[src/rtl/sub_row_collect.sv]
// Collects serial elements into full-width rows, tagging each row with its step index.
// A one-deep pending slot backs up the output register so a closing beat never stalls.
module sub_row_collect #(
  parameter int unsigned ELEMENT_NUM   = 32,
  parameter int unsigned ELEMENT_WIDTH = 16
) (
  input  logic                                        clk,
  input  logic                                        rst,
  input  logic                                        in_vld,
  input  logic [ELEMENT_WIDTH-1:0]                    in_data,
  input  logic                                        in_last,
  output logic                                        in_rdy,
  output logic                                        out_vld,
  output logic [ELEMENT_NUM-1:0][ELEMENT_WIDTH-1:0]   out_row,
  input  logic                                        out_rdy,
  output logic [7:0]                                  step_num,
  output logic                                        err_short
);

  localparam int unsigned CNT_W    = (ELEMENT_NUM > 1) ? $clog2(ELEMENT_NUM) : 1;
  localparam logic [CNT_W-1:0] LAST_IDX = CNT_W'(ELEMENT_NUM - 1);

  typedef enum logic {
    FILL = 1'b0,
    HOLD = 1'b1
  } state_t;

  state_t                                      state;
  state_t                                      state_nxt;

  logic [ELEMENT_NUM-1:0][ELEMENT_WIDTH-1:0]   asm_row;
  logic [ELEMENT_NUM-1:0][ELEMENT_WIDTH-1:0]   closed_row_c;
  logic [ELEMENT_NUM-1:0][ELEMENT_WIDTH-1:0]   pend_row;
  logic [7:0]                                  pend_step;
  logic [7:0]                                  step_cnt;
  logic [CNT_W-1:0]                            elem_cnt;

  logic beat_c;
  logic at_end_c;
  logic close_c;
  logic out_free_c;
  logic load_out_c;
  logic load_pend_c;
  logic drain_c;
  logic drop_c;

  assign beat_c     = in_vld & in_rdy;
  assign at_end_c   = (elem_cnt == LAST_IDX);
  assign close_c    = beat_c & (at_end_c | in_last);
  assign out_free_c = ~out_vld | out_rdy;

  // Row as it leaves assembly: current beat inserted, slots past it zeroed on early close.
  always_comb begin
    closed_row_c = '0;
    for (int k = 0; k < int'(ELEMENT_NUM); k++) begin
      if (CNT_W'(k) < elem_cnt) begin
        closed_row_c[k] = asm_row[k];
      end else if (CNT_W'(k) == elem_cnt) begin
        closed_row_c[k] = in_data;
      end else begin
        closed_row_c[k] = '0;
      end
    end
  end

  // State register.
  always_ff @(posedge clk or posedge rst) begin
    if (rst) begin
      state <= FILL;
    end else begin
      state <= state_nxt;
    end
  end

  // Next-state logic.
  always_comb begin
    state_nxt = state;
    case (state)
      FILL: begin
        if (close_c && !out_free_c) begin
          state_nxt = HOLD;
        end
      end
      HOLD: begin
        if (out_vld && out_rdy) begin
          state_nxt = FILL;
        end
      end
      default: state_nxt = FILL;
    endcase
  end

  // Datapath controls decoded from state.
  always_comb begin
    load_out_c  = 1'b0;
    load_pend_c = 1'b0;
    drain_c     = 1'b0;
    drop_c      = 1'b0;
    case (state)
      FILL: begin
        load_out_c  = close_c & out_free_c;
        load_pend_c = close_c & ~out_free_c;
        drop_c      = ~close_c & out_vld & out_rdy;
      end
      HOLD: begin
        drain_c = out_vld & out_rdy;
      end
      default: begin
        drop_c = 1'b0;
      end
    endcase
  end

  // Assembly buffer, element index and step counter.
  always_ff @(posedge clk or posedge rst) begin
    if (rst) begin
      asm_row  <= '0;
      elem_cnt <= '0;
      step_cnt <= '0;
    end else if (beat_c) begin
      asm_row[elem_cnt] <= in_data;
      elem_cnt          <= close_c ? '0 : elem_cnt + CNT_W'(1);
      if (close_c && in_last) begin
        step_cnt <= step_cnt + 8'd1;
      end
    end
  end

  // Pending slot used only while the output register is still occupied.
  always_ff @(posedge clk or posedge rst) begin
    if (rst) begin
      pend_row  <= '0;
      pend_step <= '0;
    end else if (load_pend_c) begin
      pend_row  <= closed_row_c;
      pend_step <= step_cnt;
    end
  end

  // Output register and handshake flags.
  always_ff @(posedge clk or posedge rst) begin
    if (rst) begin
      out_vld   <= 1'b0;
      out_row   <= '0;
      step_num  <= '0;
      err_short <= 1'b0;
      in_rdy    <= 1'b1;
    end else begin
      err_short <= close_c & ~at_end_c;
      in_rdy    <= (state_nxt == FILL);
      if (load_out_c) begin
        out_vld  <= 1'b1;
        out_row  <= closed_row_c;
        step_num <= step_cnt;
      end else if (drain_c) begin
        out_vld  <= 1'b1;
        out_row  <= pend_row;
        step_num <= pend_step;
      end else if (drop_c) begin
        out_vld  <= 1'b0;
      end
    end
  end

endmodule
[config.mk]
export PLATFORM = sky130hd
export DESIGN_NAME = sub_row_collect
export DESIGN_NICKNAME = d
export VERILOG_FILES = /design/src/rtl/sub_row_collect.sv
export SDC_FILE = /design/constraint.sdc
export NUM_CORES = 2
export LEC_CHECK = 0
export CORE_MARGIN = 1
export CORE_UTILIZATION = 45
export DETAILED_ROUTE_END_ITERATION = 8
export PLACE_DENSITY_LB_ADDON = 0.08
export SYNTH_ARGS = -nofsm -noshare
export SYNTH_HDL_FRONTEND = slang
export SYNTH_SLANG_ARGS = --single-unit
[constraint.sdc]
create_clock -name clk -period 84.6 [get_ports clk]
set_input_delay 25.38 -clock clk [delete_from_list [all_inputs] [get_ports clk]]
set_output_delay 25.38 -clock clk [all_outputs]
set_load 0.03 [all_outputs]
# After elaboration in Yosys (flattened, before gate mapping)
# Index checks and enable logic that the tools add are counted.
# W data, S select, Z words.
[totals] ff_bits=1569 latch_bits=0 ram_bits=0 rom_bits=0 inputBits=21 wordCells=279 n_memories=0
[classes] n_addsub=2 multipliers=0 div=0 order_cmp=34 eq_ne=32 shifts=0 mux=82 bitwise=16 reduce_logical=9
[op_table] operator="$mux W16" count=65
[op_table] operator="$mux W512" count=2
[op_table] operator="$bwmux W512" count=1
[op_table] operator="$demux W16 S5" count=1
[op_table] operator="$eq A5 B5 Y1 const A" count=16
[op_table] operator="$lt A5 B5 Y1 const A" count=16
[op_table] operator="$eq A4 B5 Y1 const A" count=8
[op_table] operator="$lt A4 B5 Y1 const A" count=8
[op_table] operator="$eq A3 B5 Y1 const A" count=4
[op_table] operator="$lt A3 B5 Y1 const A" count=4
[op_table] operator="$mux W8" count=2
[op_table] operator="$eq A2 B5 Y1 const A" count=2
[op_table] operator="$lt A1 B5 Y1 const A" count=2
[op_table] operator="$lt A2 B5 Y1 const A" count=2
[op_table] operator="$mux W1" count=9
[op_table] operator="$add A8 B1 Y8 const B" count=1
[op_table] operator="$and A1 B1 Y1" count=8
[op_table] operator="$lt A5 B6 Y1 const B" count=1
[op_table] operator="$not A1 Y1" count=6
[op_table] operator="$add A5 B1 Y5 const B" count=1
[op_table] operator="$eq A1 B5 Y1 const A" count=1
[op_table] operator="$eq A5 B5 Y1 const B" count=1
[op_table] operator="$ge A5 B1 Y1 const B" count=1
[op_table] operator="$logic_not A5 Y1" count=1
[op_table] operator="other kinds (8)" count=12

# Longest topological paths before layout
[depth] word_depth=10 ltp_mapped=13

# Least setup slack after synthesis
# No wires, ideal clock.
[synth_timing] path_kind="input port to flip-flop" from="in in_vld" to="reg asm_row[32] (netlist name)" setup_ns=0.125 arrival_ns=26.773 required_time_ns=84.475 setup_slack_ns=57.702 cell_stages=6 n_path_buf=2 path_cell_list="and2_1 clkbuf_1 nand2_1 nor2_2 buf_2 mux2_2"
[synth_between] elab_chain_len=1
[synth_lines] item="start: declaration" line_no="9" rtl="input logic in_vld,"
[synth_lines] item="$and A1 B1 Y1" line_no="47" rtl="assign beat_c = in_vld & in_rdy;"
[synth_lines] item="end signal: indexed assignment" line_no="121" rtl="asm_row[elem_cnt] <= in_data;"
[synth_lines] item="end: declaration" line_no="31" rtl="logic [ELEMENT_NUM-1:0][ELEMENT_WIDTH-1:0] asm_row;"
# Every way passes these cells.
# A chain may end at the register's enable or synchronous reset.

==> metrics.md <==
| Metric | Value |
|---|---|
| Status | `finished clean` |
| Fraction of registers with async set/reset | `1.000` |
| Worst Hold Class | `reg2reg` |
| Fin Hold WS | `roughly 470 ps` |
| Max-slew violation count | `0` |
| Synth warn | `0` |
| Router iterations before antenna repair | `6` |
| Period minus WS final | `between 20000 and 30000 ps` |
| Worst setup SP type | `input port` |
| Worst setup EP type | `asynchronous set/reset pin` |
| Internal | `around 1.7 mW` |
| Remaining antenna violation count | `0` |
| Starting density of the core | `0.4533` |
| Relative slew margins | `0.1770` |
| P_leak | `35.05 nW` |
| Avg WL per Cell | `roughly 25 um` |
| PortBufs | `about 540` |
| # Post-CTS Setup Buffers | `0` |
| CP arrival | `between 30000 and 40000 ps` |
| Vias in the first global route | `a little under 50000` |
| Die area | `between 150000 and 200000 sq um` |
| CP Buf/Inv Count | `7` |
| # nets final | `between 6000 and 7000` |
| Syn_nets | `6342` |
| Iter 0 DRT Violations | `~4600` |
| Power Dens Cells | `33.82 nW/um^2` |
| IO Count | `544` |
| DRC violations left | `0` |
| Skew-Pair Late Insertion Delay | `around 810 ps` |
| Setup Skew | `a little under 20 ps` |
| CP required | `85410 ps` |
| Die Ht | `about 390 um` |
| Final setup viols | `0` |
| Mapped Cells | `~6300` |
| Cells along the critical path | `clkdlybuf4s50_1 > inv_8 > buf_4 > buf_4 > buf_4 > buf_4 > buf_4` |
| Vias per cell | `between 5 and 6` |
| Area of the mapped netlist | `approximately 67000 sq um` |
| Clock tree buffer depth | `3` |
| RSZ-0062 raised after global routing | `no` |
| Layout cells sized above 1 | `0.1332` |
| Die width | `around 390 um` |
| Post-synth cell types | `64` |
| Logic pwr share | `0.329` |
| Number of H-tree levels | `4` |
| Seq cells post-synth | `around 1600` |
| Inserted Clock Buffers | `around 170` |
| Sw frac | `0.3689` |
| Initial antenna violation count | `10` |
| CTS sink cnt | `between 1500 and 2000` |
| Syn_area_per_cell | `approximately 11 sq um` |
| Sequential power share | `0.392` |
| CP peak stage delay | `~840 ps` |
| Crit path max-delay family | `buffers and inverters` |
| First-pass GRT wire length | `326.2 mm` |
| Post-synth top area share | `0.5802` |
| DRT Wirelength | `approximately 220 mm` |
| Slowest-stage cell, CP | `buf_4` |
| Total GRT Usage | `0.2864` |
| Placer Congestion | `0.7859` |
| Hpwl dp | `between 100 and 150 mm` |
| EDFF count, synth | `0` |
| Vias | `50043` |
| CP Class | `in2async` |
| Reg clk slew, reported paths | `approximately 60 ps` |
| Post_cts resized | `0` |
| Clock power frac | `0.280` |
| Fmax | `about 0.034 GHz` |
| Area contributors post-synth | `dfrtp_1, mux2_2, nand2_1` |
| Final Hold Fails | `0` |
| Area Overhead vs Synth | `17.62%` |
| Register area share after synthesis | `0.5806` |
| DP Cell Count | `~8300` |
| Critical-path maximum fanout | `101` |
| Pin count of the biggest net entering global routing | `265` |
| P_sw | `about 0.98 mW` |
| Worst-margin pin slew | `1235 ps` |
| Top-count cell post-synth | `dfrtp_1` |
| CTS tree | `yes` |
| CP most frequent cell | `buf_4` |
| Core footprint | `approximately 150000 sq um` |
| Top post-synthesis cells by count | `dfrtp_1, nand2_1, o21ai_0` |
| TNS Setup | `0 ps` |
| Final worst-path cycle share | `0.3510` |
| Cell Rows | `between 100 and 150` |
| Ys flop type | `dfrtp_1` |
| Top cell type by total area after synthesis | `dfrtp_1` |
| Grt ovf | `0` |
| Layout Cells excl Fill | `around 8600` |
| Max Cap Violations | `0` |
| Hold-fix buffers, CTS | `0` |
| Clk root buf | `clkbuf_16` |
| Peak supply drop | `21.57 uV` |
-- worst paths after layout --
| check | depth (start not counted) | endpoint | slack, ps | startpoint |
|---|---|---|---|---|
| setup reg to reg | 10 | out_row[268] | 79140 | elem_cnt[0] |
| hold reg to reg | 2 | pend_step[6] | 470 | pend_step[6] |
| min in group asynchronous | 2 | out_row[212] | 25130 | rst |
| setup / recovery | 7 | asm_row[472] | 54900 | rst |
| hold / removal | 2 | pend_step[6] | 470 | pend_step[6] |
| max in group clk | 8 | out_row[100] | 55300 | out_rdy |
-- state kept, by name, summed over array words and instances, names as in the netlist --
signal     count
asm_row      496
out_row      512
state          1
pend_step      8
out_vld        1
in_rdy         1
elem_cnt       5
step_cnt       8
step_num       8
err_short      1
pend_row     512
-- cell usage in the layout, fill, tap and decap left out, drive strengths merged, types with 16 or more instances in the layout --
cell           synthesis  routed
inv                    7      18
a31oi                 21      21
a21oi                472     472
dfrtp               1552    1552
clkinv                 0      23
nor2                  33      33
nor3                  18      18
buf                  144     108
mux2i                 80      80
a32oi                129     129
o21ai                595     595
a211oi               103     103
nand3                 20      20
and4                  16      16
and3                 347     347
nand2               1225    1225
clkbuf               469     264
and2                 191     191
clkdlybuf4s50          0     527
mux2                 498     498
a22oi                323     323
-- routing by layer --
layer	up-vias	GRT usage	part of all wire
met5	-	0	0.00016
met4	6	0.09214	0.031
met3	308	0.05180	0.064
met2	1576	0.4420	0.46
met1	25616	0.4088	0.44
li1	22537	-	-
-- power groups by stage --
stage / logic [mW] / clock network, mW / registers [mW]
3_3_place_gp: 0.866 / 0 / 1.06
5_1_grt: 0.938 / 0.786 / 1.06
2_1_floorplan: 0.337 / 0 / 1.20
4_1_cts: 0.879 / 0.758 / 1.05
3_5_place_dp: 0.875 / 0 / 1.06
6_report: 0.875 / 0.745 / 1.04
-- logic make-up (layout without fill, tap and decap cells) --
kind of cell / Yosys count / after routing / share of synthesized area
buffers and inverters: 620 / 949 / 0.03860
flip-flops: 1553 / 1553 / 0.5806
XOR/XNOR: 8 / 8 / 0.001047
multiplexers: 578 / 578 / 0.09574
adder cells (fa/ha/maj): 6 / 6 / 0.001122
AND/OR/NAND/NOR: 1885 / 1885 / 0.1328
AO/OA/AOI/OAI: 1665 / 1665 / 0.1501
other: 0 / 3 / 0
-- metrics by stage --
stage	instance area (sq um)	power (mW)	setup slack, ps	util
floorplan	66940	1.534	15410	-
global placement	73150	1.921	53920	0.4954
detailed placement	73150	1.931	53860	0.4954
CTS	78720	2.683	54710	0.5331
global route	78720	2.781	54150	0.5331
finish	78730	2.663	54900	0.5332
-- area by class of cell --
class | instances | area (sq um)
Multi-Input combinational cell | 4142 | 25650
Sequential cell | 1553 | 38870
Timing Repair Buffer | 635 | 6186
Tap cell | 1930 | 2415
Antenna cell | 3 | 7.507
Fill cell | 13050 | 68930
Clock inverter | 43 | 564.3
Inverter | 7 | 33.78
Clock buffer | 264 | 5007
-- worst reg2reg max path, stage by stage (launching register included) --
cell and delay [ps]:
dfrtp_1 700, ha_1 510, and3_1 260, ha_1 180
buf_4 270, o211a_1 450, nand3_4 610, buf_4 970
buf_4 1010, and3_1 300, a21oi_1 40
Note: power is estimated with default switching activity, not from simulation.
